## src/rtl/lane_unrotator.sv

```systemverilog
// lane_unrotator
//   Undoes a left rotation of N_LANES lanes. A running head pointer records
//   how many lanes earlier beats used. Each accepted beat is right-rotated by
//   the head value that was current before that beat arrived. The head then
//   advances by the number of lanes the beat used.
//
// Ports
//   clk, rst_n : clock; asynchronous active-low reset.
//   flush_i    : synchronous clear of head and output register; drops the input beat.
//   valid_i    : upstream handshake.
//   ready_o    : upstream handshake.
//   data_i     : rotated lanes; lane k at [k*LW +: LW].
//   cnt_i      : lanes consumed by this beat; values above N_LANES clamp to N_LANES.
//   valid_o    : downstream handshake.
//   ready_i    : downstream handshake.
//   data_o     : un-rotated lanes.
//   head_o     : registered head pointer.
//
// Handshake: a beat moves on a rising edge when valid and ready are both 1 on
// that side. valid_o/data_o are held stable until ready_i accepts them.
// ready_o depends combinationally on ready_i, so a beat can be accepted in the
// same cycle the previous beat is handed off.
module lane_unrotator #(
  parameter int N_LANES = 4,
  parameter int LW      = 8
) (
  input  logic                         clk,
  input  logic                         rst_n,
  input  logic                         flush_i,
  input  logic                         valid_i,
  output logic                         ready_o,
  input  logic [N_LANES*LW-1:0]        data_i,
  input  logic [$clog2(N_LANES+1)-1:0] cnt_i,
  output logic                         valid_o,
  input  logic                         ready_i,
  output logic [N_LANES*LW-1:0]        data_o,
  output logic [$clog2(N_LANES)-1:0]   head_o
);

  localparam int HW = $clog2(N_LANES);
  localparam int CW = $clog2(N_LANES+1);
  localparam int DW = N_LANES*LW;

  logic [HW-1:0] head_q, head_d;
  logic          valid_q, valid_d;
  logic [DW-1:0] data_q, data_d;

  logic          accept;
  logic          handoff;
  logic [HW-1:0] cnt_step;
  logic [DW-1:0] rot_data;

  assign ready_o = !valid_q || ready_i;
  assign accept  = valid_i && ready_o && !flush_i;
  assign handoff = valid_q && ready_i;

  // A count of N_LANES (or a count clamped to N_LANES) is a full turn.
  // The head therefore does not move, so the step is 0.
  assign cnt_step = (cnt_i >= CW'(N_LANES)) ? '0 : cnt_i[HW-1:0];

  // Right rotation by head_q, one stage per head bit.
  // Stage s rotates right by 2**s lanes when head_q[s] is set.
  for (genvar s = 0; s < HW; s++) begin : g_stage
    localparam int SH = 1 << s;
    logic [DW-1:0] in_s;
    logic [DW-1:0] rot_s;
    logic [DW-1:0] out_s;

    if (s == 0) begin : g_first
      assign in_s = data_i;
    end else begin : g_chain
      assign in_s = g_stage[s-1].out_s;
    end

    for (genvar k = 0; k < N_LANES; k++) begin : g_lane
      assign rot_s[k*LW +: LW] = in_s[((k + SH) % N_LANES)*LW +: LW];
    end

    assign out_s = head_q[s] ? rot_s : in_s;
  end

  assign rot_data = g_stage[HW-1].out_s;

  always_comb begin
    head_d  = head_q;
    valid_d = valid_q;
    data_d  = data_q;
    if (flush_i) begin
      head_d  = '0;
      valid_d = 1'b0;
      data_d  = '0;
    end else if (accept) begin
      // The rotation uses the old head; the head advances on this same edge.
      head_d  = head_q + cnt_step;
      valid_d = 1'b1;
      data_d  = rot_data;
    end else if (handoff) begin
      valid_d = 1'b0;
    end
  end

  always_ff @(posedge clk or negedge rst_n) begin
    if (!rst_n) begin
      head_q  <= '0;
      valid_q <= 1'b0;
      data_q  <= '0;
    end else begin
      head_q  <= head_d;
      valid_q <= valid_d;
      data_q  <= data_d;
    end
  end

  assign valid_o = valid_q;
  assign data_o  = data_q;
  assign head_o  = head_q;

endmodule
```

## config.mk

```make
export PLATFORM = sky130hd
export DESIGN_NAME = lane_unrotator
export DESIGN_NICKNAME = d
export VERILOG_FILES = /design/src/rtl/lane_unrotator.sv
export SDC_FILE = /design/constraint.sdc
export NUM_CORES = 1
export LEC_CHECK = 0
export BUFFER_PORTS_ARGS = -buffer_cell sky130_fd_sc_hd__clkbuf_2
export CELL_PAD_IN_SITES_DETAIL_PLACEMENT = 1
export CELL_PAD_IN_SITES_GLOBAL_PLACEMENT = 2
export CORE_ASPECT_RATIO = 1.4
export CORE_MARGIN = 2
export CORE_UTILIZATION = 29
export DETAILED_ROUTE_END_ITERATION = 10
export PLACE_DENSITY = 0.89
export SYNTH_ARGS = -nofsm -noshare
export SYNTH_HDL_FRONTEND = slang
export SYNTH_SLANG_ARGS = --single-unit
```

## constraint.sdc

```tcl
create_clock -name clk -period 1.4 [get_ports clk]
set_input_delay 0.07 -clock clk [delete_from_list [all_inputs] [get_ports clk]]
set_output_delay 0.07 -clock clk [all_outputs]
set_load 0.05 [all_outputs]
```

== Yosys cells after proc, flatten, opt, wreduce, memory -nomap -nowiden ==
Cells that the tools add are included.

* Register bits after elaboration: 35
* Logic and storage cells: 23
* Output and inout bits: 36
* Bits of input ports: 40

* $lt $le $gt $ge: 1
* Reduce and logical (&&, ||, !) cells: 8
* Multiplexer cells: 10
* $add $sub $neg: 1

{| class="wikitable"
|+ Operators by type and width
! cell !! count
|-
| $mux W32 || 4
|-
| $mux W2 || 3
|-
| $ge A3 B3 Y1 const B || 1
|-
| $logic_and A1 B1 Y1 || 3
|-
| $mux W1 || 3
|-
| $reduce_bool A3 Y1 || 1
|-
| $add A2 B2 Y2 || 1
|-
| $logic_not A1 Y1 || 2
|-
| $reduce_bool A2 Y1 || 1
|-
| $logic_or A1 B1 Y1 || 1
|}

== Longest topological paths before layout ==
* Depth in word-level cells: 6
* Gate-level depth with buffers: 6

== Worst setup path after synthesis ==
Ideal clock, no wire load.

* Kind: reg2reg
* Start: reg head_q[0] (netlist: head_o[0])
* End: reg data_q[2] (netlist: data_o[2])
* Required time: 1.278 ns
* Clock period less this slack: 1.613 ns
* Setup time: 0.122 ns
* Cell stages (with the launch flop): 6
* Buffers on the path: 2
* Path slack: -0.213 ns
* Arrival time: 1.491 ns
* Cells stage by stage: dfrtp_1 > buf_6 > buf_6 > mux2_4 > a21oi_2 > o21ai_1

* Cells in the longest elaborated chain, start to end: 4

{| class="wikitable"
|+ Ends and longest elaborated chain
! element !! line !! source
|-
| from (decl) || 44 || <nowiki>logic [HW-1:0] head_q, head_d;</nowiki>
|-
| from (signal assigned) || 104 || <nowiki>head_q <= '0;</nowiki>
|-
| from (signal assigned) || 108 || <nowiki>head_q <= head_d;</nowiki>
|-
| $mux W32 (2 in series) || 79 || <nowiki>assign out_s = head_q[s] ? rot_s : in_s;</nowiki>
|-
| $mux W32 || 92 || <nowiki>end else if (accept) begin</nowiki>
|-
| $mux W32 || 88 || <nowiki>if (flush_i) begin</nowiki>
|-
| to (signal assigned) || 110 || <nowiki>data_q <= data_d;</nowiki>
|-
| to (decl) || 46 || <nowiki>logic [DW-1:0] data_q, data_d;</nowiki>
|}

Every way passes these cells. The select of a mux whose other input is x is not followed.
A chain may end at the register's enable or synchronous reset.

== Final worst setup path ==
* Start: reg head_q[0] (netlist: head_o[0])
* End: reg data_q[29] (netlist: data_o[29])

Same word-level chain as after synthesis.

==> impl_results.md <==
* WP data required at 1550 ps
* Clock-pin slew on the worst setup and hold paths at 70 ps
* Number of nets in the layout at 344
* Startpoint of the most critical setup path: head_o[0]$_DFFE_PN0P_
* Proportion of power drawn by combinational gates at 0.328
* Hold slack final at 44.3 ps
* Post-Route Setup TNS at 0 ps
* Library cell used as clock root buffer: clkbuf_8
* Final WS setup at 59.8 ps
* Number of clock buffers inserted by TritonCTS at 5
* Wire per inst at 14.8 µm
* Wire length of the first global-routing pass at 9.73 mm
* Fraction of synthesized cell area taken by the top area cell type at 0.415
* Capture endpoint of the worst hold path: valid_o$_DFFE_PN0P_
* Switching power summed over all nets at 0.00102 W
* Router iterations before antenna repair at 4
* Total power divided by cell area at 1010 mW/mm²
* Setup bufs post-CTS at 0
* Placed wire-length estimate after detailed placement at 4.51 mm
* Hold WC Path Type: in -> reg
* Cell Int Power at 0.00174 W
* Peak VDD IR at 373 µV
* Leading area contributor after synthesis: dfrtp_1
* Share of the clock period used by the worst path at 0.957
* Global Route Usage Sum at 0.154
* Setup slack at placement at 36.9 ps
* Most numerous cell types in the synthesized netlist: nand2_1, o21ai_1, dfrtp_1
* Launching point of the worst reg2reg path: head_o[0]$_DFFE_PN0P_
* CP endpoint kind: flop
* Via Count at 1923
* Total clock sinks at 35
* Total Routed Length at 5.90 mm
* Library cells used by synthesis at 24
* Overall die area at 0.00799 mm²
* Synthesized instance count at 228
* CP arrival at 1500 ps
* Number of enable flip-flop cells after synthesis at 0
* I/O Buffers at 75
* Maximum number of pins on one net before global-route repair at 49
* Number of antenna violations at the first check in global routing at 0
* Io pins at 76
* Number of placement rows at 36
* Cell depth of the worst hold path at 3
* Final cell utilization of the core at 0.389
* Maximum clock path buffer count at 2
* Count of yosys warnings during synthesis at 0
* Post-Syn Area at 0.00211 mm²
* H-tree depth reported by CTS at 2
* Static leakage power at 1.27 nW
* Sequential-to-total area share from yosys stat at 0.415
* CTS tree: yes
* Average size of a mapped cell at 9.26 µm²
* Proportion of register bits with asynchronous set or reset after synthesis at 1.00
* Share of total power consumed by net switching at 0.370
* Highest fanout seen on the critical path at 24
* Biggest area contributors in the synthesized netlist: dfrtp_1, o21ai_1, mux2_4, nand2_1, mux2i_1
* Cell with the most instances after synthesis: nand2_1
* Signed area change from the synthesized netlist to the final layout at 29.4%
* Setup violation total in the final timing report at 0
* Reg2reg setup slack at 60 ps
* Fraction of final layout cells with drive strength greater than 1 at 0.424
* Worst setup path class: reg -> reg
* Vias per cell at 4.82
* Count of maximum capacitance violations at 0
* Antenna Cells at 0
* Worst clock skew on the final layout at 5.05 ps
* Last weighted congestion value of the routability-driven placer at 0.759
* Critical path launch point type: flop
* Congestion Overflow GR at 0
* Critical path's top delay family: flip-flops
* ANT nets after route at 0
* Starting density of the core at 0.301
* Final Hold Vio Count at 0
* Crit path buf inv count at 1
* Sequential group share of total power at 0.411
* Die X-Extent at 76.1 µm
* Die Ht at 105 µm
* Initial DRC count at 50
* Worst-margin pin slew at 509 ps
* Hold path start: valid_i
* Clock share of power at 0.261
* Status: completed
* Area of the placeable core at 0.00703 mm²
* Setup repair after global routing missed its margin: true
* Number of fillers in the final layout at 892
* Worst Reg2Reg Path Length in Cells at 4
* Cell Chain, Critical Path: buf_12, mux2_2, a21oi_1, o21ai_0
* Number of pins exceeding their max-slew limit in the final report at 0
* Flip-flop and latch count after synthesis at 35
* Most used flip-flop cell after synthesis: dfrtp_1
* Time the worst path needs with I/O delays and setup at 1340 ps
* Number of design rule violations left after detail routing at 0
* Clock latency on the worst-skew pair at 290 ps
* Max Freq at 0.746 GHz
* Post-layout power at 0.00276 W
* Crit-path max cell delay at 410 ps
* Number of global-route vias before repair at 1921
* Headroom to the max-slew limit at 0.660
* R2r endpoint: data_o[29]$_DFFE_PN0P_
* Worst-path cell with the longest stage delay: dfrtp_2
* Post-Synthesis Net Count at 269
==> power groups by stage <==
| stage | Sequential [W] | Combinational, W | Clock, W |
|---|---|---|---|
| 3_3_place_gp | 0.00115 | 0.000882 | 0 |
| 6_report | 0.00113 | 0.000905 | 0.000720 |
| 2_1_floorplan | 0.00142 | 0.000363 | 0 |
| 5_1_grt | 0.00114 | 0.000977 | 0.000802 |
| 4_1_cts | 0.00113 | 0.000906 | 0.000752 |
| 3_5_place_dp | 0.00115 | 0.000900 | 0 |
==> worst max path at each step <==
stage | end | slack (ps) | cells past startpoint
floorplan | data_o[15]$_DFFE_PN0P_ | -40 | 5
global placement | data_o[13]$_DFFE_PN0P_ | 80 | 4
detailed placement | data_o[13]$_DFFE_PN0P_ | 40 | 4
CTS | data_o[13]$_DFFE_PN0P_ | 20 | 4
global route | data_o[14]$_DFFE_PN0P_ | -30 | 4
finish | data_o[29]$_DFFE_PN0P_ | 60 | 4
==> layout by cell type, fill, tap and decap left out, drive strengths merged <==
cell type,instances
a21oi,20
clkinv,1
dlygate4sd3,2
xnor2,1
or3,1
inv,1
or2,1
nand3,1
nor2b,2
dfrtp,35
clkbuf,80
mux2,16
mux2i,16
buf,10
o21ai,49
nor2,16
ha,1
nand2b,1
nand2,50
==> what timing repair did <==
action,in CTS,in global routing
hold endpoints to repair,19,0
setup endpoints to repair,0,12
gates resized for setup,0,8
hold buffers,2,0
==> metrics by stage <==
| stage | instances | instance area [µm²] |
|---|---|---|
| floorplan | 228 | 2120 |
| global placement | 389 | 2610 |
| detailed placement | 389 | 2610 |
| CTS | 399 | 2710 |
| global route | 399 | 2730 |
| finish | 399 | 2730 |
==> metal layers <==
metal	track usage	up-vias	wire (µm)
li1	-	927	-
met1	0.185	941	2490
met2	0.275	49	3080
met3	0.0328	6	252
met4	0.0468	0	81
met5	0	-	0
==> worst reg2reg max path: cells and delay by family (launching register included) <==
| kind | cells | cell delay (ps) |
|---|---|---|
| mux | 1 | 370 |
| compound gates | 2 | 220 |
| flops | 1 | 410 |
| buf+inv | 1 | 210 |
==> state kept, by name, summed over array words and instances, names as in the netlist <==
name     flops
valid_o      1
data_o      32
head_o       2
==> layout make-up <==
class,count,area (µm²),area share
well taps,95,119,0.0435
flip-flops and latches,35,880,0.322
repair buffers,85,523,0.191
clock buffers,7,76.3,0.0279
clock inverters,1,5.00,0.00183
multi-input cells,175,1130,0.412
inverters,1,3.75,0.00137
==> kinds of logic after synthesis <==
family | synth area share
simple gates | 0.140
compound gates | 0.188
flops | 0.415
mux | 0.184
buf+inv | 0.0622
xor+xnor | 0.00415
fa+ha+maj | 0.00592
No activity file was read; power rests on OpenSTA's default activity.
